## src/rtl/pipe_pkg.sv

```systemverilog
// Shared types for the decode/execute pipeline slice.
// Register index, data word and the ID/EX payload bundle.
package pipe_pkg;

  typedef logic [4:0]  reg_idx_t;
  typedef logic [63:0] xlen_t;

  localparam reg_idx_t    XZR        = 5'd31;
  localparam int unsigned CTRL_DEF_W = 16;

  typedef struct packed {
    reg_idx_t              rd;
    logic                  wr_en;
    logic                  is_load;
    xlen_t                 imm;
    logic [CTRL_DEF_W-1:0] ctrl;
  } id_ex_t;

  function automatic logic src_hit(
    input logic     v,
    input reg_idx_t r,
    input reg_idx_t s
  );
    return v && (r == s);
  endfunction

endpackage

```

## src/rtl/operand_bypass_mux.sv

```systemverilog
// Per-source operand select: zero register, then EX/MEM,
// then writeback, then register file.
module operand_bypass_mux
  import pipe_pkg::*;
(
  input  reg_idx_t src_i,
  input  xlen_t    rf_data_i,
  input  logic     fwd_valid_i,
  input  reg_idx_t fwd_reg_i,
  input  xlen_t    fwd_data_i,
  input  logic     wb_valid_i,
  input  reg_idx_t wb_reg_i,
  input  xlen_t    wb_data_i,
  output xlen_t    op_o
);

  always_comb begin
    op_o = rf_data_i;
    if (src_i == XZR)
      op_o = '0;
    else if (src_hit(fwd_valid_i, fwd_reg_i, src_i))
      op_o = fwd_data_i;
    else if (src_hit(wb_valid_i, wb_reg_i, src_i))
      op_o = wb_data_i;
  end

endmodule

```

## src/rtl/operand_fetch_stage.sv

```systemverilog
// Operand fetch: RF read, bypass, load-use bubble and
// the ID/EX pipeline register with valid/ready handshakes.
module operand_fetch_stage
  import pipe_pkg::*;
#(
  parameter int CTRL_W = 16,
  parameter int CNT_W  = 16
) (
  input  logic              clk,
  input  logic              reset,
  input  logic              in_valid,
  output logic              in_ready,
  input  logic [4:0]        in_rn,
  input  logic [4:0]        in_rm,
  input  logic [4:0]        in_rd,
  input  logic              in_wr_en,
  input  logic              in_is_load,
  input  logic [63:0]       in_imm,
  input  logic [CTRL_W-1:0] in_ctrl,
  output logic [4:0]        rf_read_reg1,
  output logic [4:0]        rf_read_reg2,
  input  logic [63:0]       rf_read_data1,
  input  logic [63:0]       rf_read_data2,
  input  logic              fwd_valid,
  input  logic [4:0]        fwd_reg,
  input  logic [63:0]       fwd_data,
  input  logic              wb_valid,
  input  logic [4:0]        wb_reg,
  input  logic [63:0]       wb_data,
  input  logic              flush,
  output logic              out_valid,
  input  logic              out_ready,
  output logic [63:0]       out_op1,
  output logic [63:0]       out_op2,
  output logic [4:0]        out_rd,
  output logic              out_wr_en,
  output logic              out_is_load,
  output logic [63:0]       out_imm,
  output logic [CTRL_W-1:0] out_ctrl,
  output logic [CNT_W-1:0]  stall_cnt
);

  logic             valid_q, valid_d;
  id_ex_t           pay_q, pay_d;
  xlen_t            op1_q, op1_d;
  xlen_t            op2_q, op2_d;
  logic [CNT_W-1:0] cnt_q, cnt_d;

  xlen_t op1, op2;
  logic  hz, accept, src_dep;

  assign rf_read_reg1 = in_rn;
  assign rf_read_reg2 = in_rm;

  operand_bypass_mux u_mux1 (
    .src_i      (in_rn),
    .rf_data_i  (rf_read_data1),
    .fwd_valid_i(fwd_valid),
    .fwd_reg_i  (fwd_reg),
    .fwd_data_i (fwd_data),
    .wb_valid_i (wb_valid),
    .wb_reg_i   (wb_reg),
    .wb_data_i  (wb_data),
    .op_o       (op1)
  );

  operand_bypass_mux u_mux2 (
    .src_i      (in_rm),
    .rf_data_i  (rf_read_data2),
    .fwd_valid_i(fwd_valid),
    .fwd_reg_i  (fwd_reg),
    .fwd_data_i (fwd_data),
    .wb_valid_i (wb_valid),
    .wb_reg_i   (wb_reg),
    .wb_data_i  (wb_data),
    .op_o       (op2)
  );

  assign src_dep = (in_rn == pay_q.rd) ||
                   (in_rm == pay_q.rd);

  assign hz = in_valid && valid_q &&
              pay_q.is_load && pay_q.wr_en &&
              (pay_q.rd != XZR) && src_dep;

  assign in_ready = (!valid_q || out_ready) &&
                    !hz && !flush;

  assign accept = in_valid && in_ready;

  always_comb begin
    valid_d = valid_q;
    pay_d   = pay_q;
    op1_d   = op1_q;
    op2_d   = op2_q;
    cnt_d   = cnt_q;
    if (flush) begin
      valid_d = 1'b0;
    end else if (accept) begin
      valid_d       = 1'b1;
      pay_d.rd      = in_rd;
      pay_d.wr_en   = in_wr_en;
      pay_d.is_load = in_is_load;
      pay_d.imm     = in_imm;
      pay_d.ctrl    = CTRL_DEF_W'(in_ctrl);
      op1_d         = op1;
      op2_d         = op2;
    end else if (out_ready) begin
      valid_d = 1'b0;
    end
    // bubble: the load leaves while its consumer waits
    if (hz && out_ready && !(&cnt_q))
      cnt_d = cnt_q + 1'b1;
  end

  always_ff @(posedge clk) begin
    if (reset) begin
      valid_q <= 1'b0;
      pay_q   <= '0;
      op1_q   <= '0;
      op2_q   <= '0;
      cnt_q   <= '0;
    end else begin
      valid_q <= valid_d;
      pay_q   <= pay_d;
      op1_q   <= op1_d;
      op2_q   <= op2_d;
      cnt_q   <= cnt_d;
    end
  end

  assign out_valid   = valid_q;
  assign out_op1     = op1_q;
  assign out_op2     = op2_q;
  assign out_rd      = pay_q.rd;
  assign out_wr_en   = pay_q.wr_en;
  assign out_is_load = pay_q.is_load;
  assign out_imm     = pay_q.imm;
  assign out_ctrl    = CTRL_W'(pay_q.ctrl);
  assign stall_cnt   = cnt_q;

endmodule

```

## config.mk

```make
export PLATFORM = sky130hd
export DESIGN_NAME = operand_fetch_stage
export DESIGN_NICKNAME = d
export VERILOG_FILES = /design/src/rtl/pipe_pkg.sv /design/src/rtl/operand_bypass_mux.sv /design/src/rtl/operand_fetch_stage.sv
export SDC_FILE = /design/constraint.sdc
export NUM_CORES = 1
export LEC_CHECK = 0
export BUFFER_PORTS_ARGS = -buffer_cell sky130_fd_sc_hd__buf_2
export CORE_AREA = 2 2 241 243
export CTS_BUF_LIST = sky130_fd_sc_hd__clkbuf_8
export CTS_CLUSTER_DIAMETER = 50
export CTS_CLUSTER_SIZE = 28
export DETAILED_ROUTE_END_ITERATION = 7
export DIE_AREA = 0 0 243 245
export PLACE_DENSITY = 0.42
export SLEW_MARGIN = 20
export SYNTH_ARGS = -nofsm -noshare
export SYNTH_HDL_FRONTEND = slang
export SYNTH_SLANG_ARGS = --single-unit
export TNS_END_PERCENT = 10
```

## constraint.sdc

```tcl
create_clock -name clk -period 4.3 [get_ports clk]
set_input_delay 0.215 -clock clk [delete_from_list [all_inputs] [get_ports clk]]
set_output_delay 0.215 -clock clk [all_outputs]
set_load 0.01 [all_outputs]
```

* Word level (Yosys, flattened, before mapping)
Cells that the tools add are included.
Widths: inputs -> output; s select.
** Cells by class
- Add/subtract/negate cells :: 1
- Equality and inequality tests :: 9
- Multiplexer cells :: 8
- Bitwise operators :: 1
- Reductions and logical operators :: 24
** Operators with widths (count)
- $mux 64 :: 6
- $eq 5x5->1 :: 6
- $add 16x1->16 const B :: 1
- $reduce_and 16->1 :: 1
- $logic_and 1x1->1 :: 14
- $eq 5x5->1 const B :: 2
- $ne 5x5->1 const B :: 1
- $logic_not 1->1 :: 4
- $logic_or 1x1->1 :: 2
- $mux 1 :: 2
- $reduce_and 2->1 :: 1
- $reduce_bool 2->1 :: 1
- $reduce_or 2->1 :: 1
- $not 1->1 :: 1
** Storage, ports and cells
- Register bits :: 232
- Input port bits :: 370
- Output and inout bits :: 243
- Word-level logic and storage cells :: 52

* Longest topological paths before layout
Gate-level depths: netlist of the first run.
- Word-level depth :: 10
- Mapped depth :: 8
- Mapped depth without buffers :: 6

* Hierarchy
From an unflattened synthesis of the first run, not the netlist that was laid out.
** Unflattened totals
- Cell total of the unflattened synthesis :: 1738
- Area total of the unflattened synthesis :: 13167.6 um^2
** Modules (own cells, without submodules)
- operand_fetch_stage :: instances 1, cells an instance 1068, area an instance 8433.1 um^2, seq. area each 4644.5 um^2
- operand_bypass_mux :: instances 2, cells an instance 335, area an instance 2367.3 um^2, seq. area each 0.0 um^2

* Least setup slack after synthesis of the first run
No wires, ideal clock.
- Path kind :: register to register
- From :: register valid_q, in the netlist out_valid
- To :: register op1_q[10], in the netlist out_op1[10]
- Library setup time :: 0.117 ns
- Data arrival time :: 1.794 ns
- Required time :: 4.183 ns
- Setup slack :: 2.389 ns
- Cell stages (with the launch flop) :: 8
- Buffers on the path :: 2
- Clock period less this slack :: 1.911 ns
- Cell sequence :: dfxtp_1 > nor2b_1 > nor3b_1 > a21boi_2 > nor2_1 > buf_2 > clkbuf_1 > a22o_1
** Between the ends
- Longest elaborated chain between the ends :: 10
- Elaborated cells between the ends (all ways) :: 12
- Those cells by class :: reduce/logical: 12
** RTL lines
- start, declared :: RTL line operand_fetch_stage.sv:43 : logic valid_q, valid_d;
- start signal, assigned :: RTL line operand_fetch_stage.sv:124 : valid_q <= valid_d;
- $logic_and 1x1->1 (2 in series) :: RTL line operand_fetch_stage.sv:82 : assign hz = in_valid && valid_q &&
- $logic_and 1x1->1 (2 in series) :: RTL line operand_fetch_stage.sv:83 : pay_q.is_load && pay_q.wr_en &&
- $logic_and 1x1->1 :: RTL line operand_fetch_stage.sv:84 : (pay_q.rd != XZR) && src_dep;
- $logic_not 1->1 :: RTL line operand_fetch_stage.sv:87 : !hz && !flush;
- $logic_and 1x1->1 * :: RTL line operand_fetch_stage.sv:86 : assign in_ready = (!valid_q || out_ready) &&
- $logic_and 1x1->1 * :: RTL line operand_fetch_stage.sv:87
- $logic_and 1x1->1 * :: RTL line operand_fetch_stage.sv:89 : assign accept = in_valid && in_ready;
- $reduce_and 2->1 (no line) *
- end signal, assigned :: RTL line operand_fetch_stage.sv:126 : op1_q <= op1_d;
- end, declared :: RTL line operand_fetch_stage.sv:45 : xlen_t op1_q, op1_d;
Mark *: on every way between the ends. The rest lies on a longest branch, timed or not.
A chain may end at the register's enable or synchronous reset.

* Final worst setup path of the first run
- From :: register valid_q, in the netlist out_valid
- To :: register valid_q, in the netlist out_valid
** Between the ends
- Longest elaborated chain between the ends :: 10
- Elaborated cells between the ends (all ways) :: 13
- Those cells by class :: mux: 1; reduce/logical: 12
** RTL lines (RTL line)
- $logic_and 1x1->1 (2 in series) :: operand_fetch_stage.sv:82
- $logic_and 1x1->1 (2 in series) :: operand_fetch_stage.sv:83
- $logic_and 1x1->1 :: operand_fetch_stage.sv:84
- $logic_not 1->1 :: operand_fetch_stage.sv:87
- $logic_and 1x1->1 * :: operand_fetch_stage.sv:86
- $logic_and 1x1->1 * :: operand_fetch_stage.sv:87
- $logic_and 1x1->1 * :: operand_fetch_stage.sv:89
- $mux 1 or $reduce_bool 2->1 (tied branches)
Marks and branches as above.

==> flow_summary.json, run 1 <==
{
  "grt_max_degree": 89,
  "p_per_area_mw_per_mm2": 340,
  "internal-power_uw": 3850,
  "clkPwrFrac": 0.422,
  "finalMaxSlewViolations": 0,
  "design_area_sq_mm": 0.0163,
  "critPathRequiredTime_ps": 4830,
  "final_cell_mix": "buf_2 (611), nand2_1 (438), dfxtp_1 (232), nor2_1 (138)",
  "fin_crit_sh": 0.677,
  "hold_path_class": "input pin to flop",
  "finalSetupTns_ps": 0,
  "grt_use_total": 0.178,
  "critPathArrivalTime_ps": 3440,
  "antenna_left": 0,
  "clock-sinks": 232,
  "vias": 12800,
  "hold_viol_final": 0,
  "first_pass_iters": 5,
  "ys_warn_count": 0,
  "fin_skew_ps": 43.8,
  "rows": 88,
  "drive_above_1_share": 0.346,
  "ctsResizeCount": 0,
  "ys_types": 43,
  "ir_worst_vdd_mv": 0.214,
  "area_growth_pct": 51.6,
  "synthesis.instances": 1391,
  "crit_type": "flop to flop",
  "ys_seq_area_frac": 0.433,
  "ys.flop_type": "dfxtp_1",
  "path_clk_slew_ps": 80,
  "drc": 0,
  "p_seq_frac": 0.419,
  "critPathMaxFanout": 88,
  "switching_share": 0.302,
  "die_area_sq_mm": 0.0595,
  "grt_pass1_wl_um": 80700,
  "switchingPower_uw": 1670,
  "finalPower_uw": 5520,
  "drt_first_iter_violations": 600,
  "rsz0062_at_grt": "false",
  "io_pins": 613,
  "io_buffers": 612,
  "critPathLaunchType": "flop",
  "syn_nets": 1762,
  "leakage_uw": 0.00766,
  "core_area_sq_mm": 0.0570,
  "totalWireLength_um": 55700,
  "die_h_um": 245,
  "tightestPinTransition_ps": 979,
  "dp_hpwl_um": 41300,
  "grt_remaining_overflow": 0,
  "max_freq_mhz": 343,
  "slew_headroom": 0.347,
  "final_common_cell": "buf_2",
  "antenna_found_initial": 29,
  "multi_input_area_sq_mm": 0.00550,
  "synth_edf_count": 0,
  "fillerInstances": 6376,
  "die_x_um": 243,
  "fin_crit_ps": 2910,
  "cp-end-kind": "flop",
  "root_buffer": "clkbuf_8",
  "cap_violations": 0,
  "placement.cell_area_sq_mm": 0.0143,
  "setup_viol": 0,
  "ys_ff_latch": 232,
  "initial_core_util": 0.188,
  "cts.path.max_buffers": 3,
  "register_area_sq_mm": 0.00464,
  "pwr-share-comb": 0.159,
  "via_per_inst": 4.51,
  "syn-cell-area_sq_mm": 0.0107,
  "avgSynthCellArea_sq_um": 7.71,
  "status": "complete, no violations",
  "avgRoutedWirePerCell_um": 19.6,
  "place_congestion": 0.863,
  "async_flop_share": 0,
  "cts_tree": "built",
  "clkLatencyLatePin_ps": 590,
  "cts_made_buffers": 37,
  "grt_pass1_vias": 12600,
  "fin_nets": 2411,
  "ctsHtreeMaxLevel": 2
}
-- sequential cells by signal, summed over array words and instances, names as in the netlist --
signal,flops
out_ctrl,16
out_is_load,1
out_imm,64
out_op2,64
out_op1,64
out_rd,5
stall_cnt,16
out_valid,1
out_wr_en,1
-- final cells by class --
| type | count | area share |
|---|---|---|
| sequential | 232 | 0.286 |
| tap | 765 | 0.0589 |
| inverter | 2 | 0.000462 |
| clock buffer | 38 | 0.0322 |
| antenna | 9 | 0.00139 |
| timing repair buffer | 730 | 0.261 |
| multi-input combinational | 1037 | 0.338 |
| clock inverter | 27 | 0.0219 |
-- metrics by stage --
stage | util | setup WS, ps | std cells | hold WS (ps)
2_1_floorplan | - | 2390 | 1391 | 294
4_1_cts | 0.285 | 1340 | 2831 | 0.101
5_1_grt | 0.285 | 1070 | 2834 | 36.4
6_report | 0.285 | 1390 | 2840 | 65.2
3_3_place_gp | 0.252 | 1530 | 2666 | 426
3_5_place_dp | 0.252 | 1480 | 2666 | 438
-- kinds of logic after synthesis --
kind of cell	synth area share
adder cells (fa/ha/maj)	0.00117
AND/OR/NAND/NOR	0.232
XOR/XNOR	0.0270
multiplexers	0.00420
AO/OA/AOI/OAI	0.242
buffers and inverters	0.0598
flip-flops	0.433
-- power groups by stage --
stage               clock network [uW]  registers (uW)  logic [uW]
floorplan                            0            2400         330
global placement                     0            2360         812
detailed placement                   0            2360         814
CTS                               2430            2310         888
global route                      2510            2320         957
finish                            2330            2310         877
-- synth_stat cells, types with 5 or more instances --
master,instances,area [sq um]
a21oi_1,95,475
a22o_1,128,1120
a31oi_1,128,801
and3_1,6,37.5
buf_2,32,160
buf_4,14,105
buf_6,12,135
clkbuf_1,61,229
dfxtp_1,232,4640
nand2_1,438,1640
nand3_1,13,65.1
nor2_1,139,522
nor2b_1,5,31.3
o21ai_0,5,25.0
xnor2_1,17,149
xor2_1,16,140
-- final timing paths --
| path | startpoint | endpoint | slack (ps) | cells after the start |
|---|---|---|---|---|
| worst max-delay path | out_valid$_SDFFE_PP0P_ | out_valid$_SDFFE_PP0P_ | 1390 | 7 |
| worst min-delay path | fwd_data[50] | out_op2[50]$_SDFFE_PP0P_ | 70 | 4 |
| worst max register to register | out_valid$_SDFFE_PP0P_ | out_valid$_SDFFE_PP0P_ | 1390 | 7 |
| worst min register to register | out_imm[12]$_SDFFE_PP0P_ | out_imm[12]$_SDFFE_PP0P_ | 450 | 2 |
-- critical path, stage by stage, from the launching register on --
cell and delay [ps]:
dfxtp_1 340, nor2b_1 160, nor3b_1 490, a21boi_4 310, buf_4 720, nor2_1 90
nor3_1 140, dlygate4sd3_1 560
-- layer usage --
metal | wire length, um | GRT usage | up-vias
li1 | - | - | 6122
met5 | 68 | 0 | -
met4 | 1510 | 0.0527 | 10
met1 | 21600 | 0.206 | 5984
met3 | 5050 | 0.0545 | 104
met2 | 27500 | 0.314 | 602
-- timing repair --
item                      in CTS  in global routing
hold endpoints to repair     100                  0
buffers inserted               0                  0
hold buffers                 100                  0
Power figures use the tool's default switching activity.
==> inputs of run 2 (changes only) <==
==> constraint.sdc (replaced) <==
create_clock -name clk -period 2.8 [get_ports clk]
set_input_delay 0.14 -clock clk [delete_from_list [all_inputs] [get_ports clk]]
set_output_delay 0.14 -clock clk [all_outputs]
set_load 0.01 [all_outputs]
==> flow_summary.json, run 2 (synthesized netlist as in run 1, its figures left out) <==
{
  "finalMaxSlewViolations": 0,
  "avgRoutedWirePerCell_um": 18.8,
  "fin_nets": 2685,
  "holdWs_ps": 58.5,
  "setup_viol": 0,
  "cts.path.max_buffers": 3,
  "antenna_found_initial": 22,
  "clkLatencyLatePin_ps": 600,
  "critPathRequiredTime_ps": 3350,
  "critPathArrivalTime_ps": 3070,
  "place_congestion": 0.851,
  "via_per_inst": 4.56,
  "io_pins": 613,
  "cts_made_buffers": 40,
  "leakage_uw": 0.00890,
  "tightestPinTransition_ps": 936,
  "final_util": 0.334,
  "grt_remaining_overflow": 0,
  "area_growth_pct": 77.9,
  "fin_crit_ps": 2520,
  "root_buffer": "clkbuf_8",
  "grt_pass1_wl_um": 85600,
  "design_area_sq_mm": 0.0191,
  "max_freq_mhz": 396,
  "dp_hpwl_um": 40900,
  "clock-sinks": 232,
  "cap_violations": 0,
  "totalWireLength_um": 58600,
  "die_h_um": 245,
  "r2r_cells": 7,
  "grt_pass1_vias": 14100,
  "vias": 14200,
  "first_pass_iters": 5,
  "drt_first_iter_violations": 671,
  "crit_type": "flop to flop",
  "initial_core_util": 0.188,
  "rsz0062_at_grt": "false",
  "slew_headroom": 0.376,
  "hold_path_class": "input pin to flop",
  "grt_use_total": 0.186,
  "io_buffers": 612,
  "final_common_cell": "buf_2",
  "die_area_sq_mm": 0.0595,
  "cp-end-kind": "flop",
  "critPathMaxFanout": 88,
  "rows": 88,
  "core_area_sq_mm": 0.0570,
  "hold_viol_final": 0,
  "finalPower_uw": 8960,
  "cts_tree": "built",
  "path_clk_slew_ps": 80,
  "drc": 0,
  "finalSetupTns_ps": 0,
  "grt_max_degree": 89,
  "p_per_area_mw_per_mm2": 470,
  "critPathLaunchType": "flop",
  "ctsHtreeMaxLevel": 2,
  "fin_crit_sh": 0.901,
  "drive_above_1_share": 0.315,
  "antenna_left": 0,
  "die_x_um": 243,
  "placement.cell_area_sq_mm": 0.0145,
  "status": "complete, no violations",
  "ir_worst_vdd_mv": 0.319,
  "fillerInstances": 6165,
  "final_cell_mix": "buf_2 (611), nand2_1 (438), dlygate4sd3_1 (354), dfxtp_1 (232), nor2_1 (138)",
  "fin_skew_ps": 37.3,
  "hold_path_depth": 4
}
==> run 2: path summary, 6_finish.rpt <==
kind	from	to	slack, ps
max reg2reg	out_rd[0]$_SDFFE_PP0P_	out_imm[7]$_SDFFE_PP0P_	280
min	rf_read_data2[43]	out_op2[43]$_SDFFE_PP0P_	60
max	out_rd[0]$_SDFFE_PP0P_	out_imm[7]$_SDFFE_PP0P_	280
min reg2reg	out_imm[62]$_SDFFE_PP0P_	out_imm[62]$_SDFFE_PP0P_	450
==> run 2: cell type report <==
cell class              count  area [sq um]  share of cell area
well taps                 765           957              0.0502
flip-flops and latches    232          4640               0.244
diodes                     10          25.0             0.00131
inverters                   2          7.51            0.000394
multi-input cells        1037          5510               0.289
repair buffers           1001          6990               0.367
clock buffers              46           633              0.0332
clock inverters            28           297              0.0156
==> run 2: worst max-delay path, cell delays in order, from the launching register on <==
cell	delay, ps
dfxtp_1	510
and3_1	270
a31oi_4	160
a21boi_4	290
buf_12	370
nand2_1	140
a21oi_1	140
dlygate4sd3_1	560
==> run 2: metal layers <==
layer  track usage  part of all wire  up-vias
met3        0.0468             0.078      109
met1         0.215              0.39     6771
li1              -                 -     6682
met5             0            0.0012        -
met4        0.0639             0.028       10
met2         0.334              0.50      664
==> run 2: timing repair <==
action / 4_1_cts / 5_1_grt
setup buffers: 0 / 1
gates resized for setup: 0 / 2
hold buffers: 354 / 0
endpoints found under the hold margin: 222 / 0
endpoints found under the setup margin: 0 / 15
==> run 2: per-stage QoR <==
stage          setup slack (ps)  instances
6_report                    278       3121
3_3_place_gp                402       2681
3_5_place_dp                438       2681
4_1_cts                    18.3       3109
5_1_grt                     111       3115
2_1_floorplan               889       1391
==> run 2: power breakdown <==
group          switching (uW)  internal, uW
clock network            1710          1960
logic                     814           920
registers                97.8          3460
==> inputs of run 3 (changes only) <==
--- a/config.mk
+++ b/config.mk
@@ -5,14 +5,15 @@
 export SDC_FILE = /design/constraint.sdc
 export NUM_CORES = 1
 export LEC_CHECK = 0
-export BUFFER_PORTS_ARGS = -buffer_cell sky130_fd_sc_hd__buf_2
+export BUFFER_PORTS_ARGS = -buffer_cell sky130_fd_sc_hd__clkbuf_2
 export CORE_AREA = 2 2 241 243
 export CTS_BUF_LIST = sky130_fd_sc_hd__clkbuf_8
 export CTS_CLUSTER_DIAMETER = 50
-export CTS_CLUSTER_SIZE = 28
+export CTS_CLUSTER_SIZE = 8
 export DETAILED_ROUTE_END_ITERATION = 7
 export DIE_AREA = 0 0 243 245
 export PLACE_DENSITY = 0.42
+export SETUP_SLACK_MARGIN = 0.4
 export SLEW_MARGIN = 20
 export SYNTH_ARGS = -nofsm -noshare
 export SYNTH_HDL_FRONTEND = slang
==> flow_summary.json, run 3 (synthesized netlist as in run 1, its figures left out) <==
{
  "cts_made_buffers": 41,
  "final_common_cell": "clkbuf_2",
  "fin_skew_ps": 23.4,
  "die_h_um": 245,
  "grt_remaining_overflow": 0,
  "root_buffer": "clkbuf_8",
  "clkLatencyLatePin_ps": 590,
  "hold_path_depth": 4,
  "drt_first_iter_violations": 576,
  "p_per_area_mw_per_mm2": 449,
  "r2r_slack_ps": 490,
  "initial_core_util": 0.188,
  "totalWireLength_um": 57900,
  "via_per_inst": 4.47,
  "r2r-start": "out_rd[4]$_SDFFE_PP0P_",
  "max_freq_mhz": 433,
  "rsz0062_at_grt": "true",
  "vias": 13900,
  "die_x_um": 243,
  "ctsHtreeMaxLevel": 2,
  "worstSetupStartpoint": "in_rn[2]",
  "first_pass_iters": 5,
  "r2r_end": "out_ctrl[3]$_SDFFE_PP0P_",
  "area_growth_pct": 76.2,
  "cts_tree": "built",
  "die_area_sq_mm": 0.0595,
  "cts.path.max_buffers": 3,
  "critPathArrivalTime_ps": 2830,
  "core_area_sq_mm": 0.0570,
  "avgRoutedWirePerCell_um": 18.6,
  "r2r_cells": 6,
  "critPathRequiredTime_ps": 3320,
  "drc": 0,
  "finalSetupTns_ps": 0,
  "antenna_left": 0,
  "rows": 88,
  "hold_viol_final": 0,
  "io_pins": 613,
  "dp_hpwl_um": 41700,
  "drive_above_1_share": 0.308,
  "cap_violations": 0,
  "grt_use_total": 0.186,
  "leakage_uw": 0.00873,
  "critPathLaunchType": "input pin",
  "holdPathEnd": "out_op2[0]$_SDFFE_PP0P_",
  "multi_input_area_sq_mm": 0.00551,
  "place_congestion": 0.863,
  "cp-end-kind": "flop",
  "io_buffers": 612,
  "ir_worst_vdd_mv": 0.276,
  "tightestPinTransition_ps": 933,
  "clock-sinks": 232,
  "register_area_sq_mm": 0.00464,
  "slew_headroom": 0.378,
  "critPathMaxFanout": 20,
  "grt_pass1_wl_um": 85900,
  "setup_viol": 0,
  "fin_nets": 2683,
  "fillerInstances": 6213,
  "grt_pass1_vias": 14200,
  "holdWs_ps": 67.7,
  "status": "complete, no violations",
  "antenna_found_initial": 11,
  "hold_path_class": "input pin to flop",
  "final_cell_mix": "clkbuf_2 (611), nand2_1 (438), dlygate4sd3_1 (356), dfxtp_1 (232), nor2_1 (138)",
  "fin_crit_sh": 0.825,
  "min-delay-start": "rf_read_data2[0]",
  "path_clk_slew_ps": 60,
  "fin_crit_ps": 2310,
  "crit_type": "input pin to flop",
  "finalMaxSlewViolations": 0,
  "grt_max_degree": 89
}
[run 3: changes by cell type in the layout (fill, tap and decap cells not counted), moves of 2 or more]
cell | previous run | this run
inv_1 | 5 | 14
inv_6 | 8 | 1
bufinv_16 | 4 | 2
clkbuf_2 | 0 | 611
buf_12 | 8 | 10
clkinvlp_4 | 5 | 0
diode_2 | 10 | 6
buf_2 | 611 | 0
buf_4 | 26 | 21
dlygate4sd3_1 | 354 | 356
[run 3: per-layer routing]
layer | GRT usage | vias up | wire, um
met5 | 0 | - | 36
met4 | 0.0651 | 6 | 1720
met3 | 0.0524 | 106 | 4660
met2 | 0.333 | 652 | 28900
met1 | 0.211 | 6462 | 22500
li1 | - | 6670 | -
[run 3: how the worst max path moves through the flow]
stage / slack (ps) / cells after the start / end
4_1_cts: 430 / 9 / out_op2[31]$_SDFFE_PP0P_
5_1_grt: 290 / 6 / out_imm[63]$_SDFFE_PP0P_
3_5_place_dp: 250 / 8 / out_op2[46]$_SDFFE_PP0P_
2_1_floorplan: 890 / 7 / out_op1[10]$_SDFFE_PP0P_
3_3_place_gp: 270 / 8 / out_op2[46]$_SDFFE_PP0P_
6_report: 490 / 9 / out_op1[62]$_SDFFE_PP0P_
[run 3: through the flow]
stage          instance area, sq um  setup slack, ps  total power [uW]  utilization  std cells
6_report                      18900              490              8480        0.331       3107
5_1_grt                       18900              290              8910        0.331       3106
4_1_cts                       18900              432              8620        0.331       3101
3_5_place_dp                  14500              246              4900        0.254       2675
3_3_place_gp                  14500              269              4890        0.254       2675
2_1_floorplan                 10700              889              4190            -       1391
[run 3: worst max-delay path, cell delays in order]
cell           delay, ps
clkbuf_2             190
xor2_1               180
nor4_1               620
and3_2               350
buf_4                320
nand2_1              100
a31oi_1              180
dlygate4sd3_1        570
a22o_1               140
[run 3: report_power, final]
group	leakage, uW	internal [uW]	total [uW]	switching, uW
registers	0.00189	3460	3560	99.3
logic	0.00639	909	1720	806
clock network	0.000448	1660	3200	1540
total	0.00873	6030	8480	2440
[run 3: final cells by class]
cell class                      instances  share of cell area
Clock inverter                         22             0.00848
Timing Repair Buffer                  998               0.369
Antenna cell                            6            0.000795
Sequential cell                       232               0.246
Tap cell                              765              0.0507
Clock buffer                           45              0.0328
Multi-Input combinational cell       1037               0.292
Inverter                                2            0.000397
[run 3: repair_timing]
item | CTS | global route
resized for setup | 0 | 1
pin swaps | 1 | 0
setup buffers | 3 | 0
endpoints found under the hold margin | 222 | 0
hold buffers | 356 | 0
setup endpoints to repair | 69 | 81
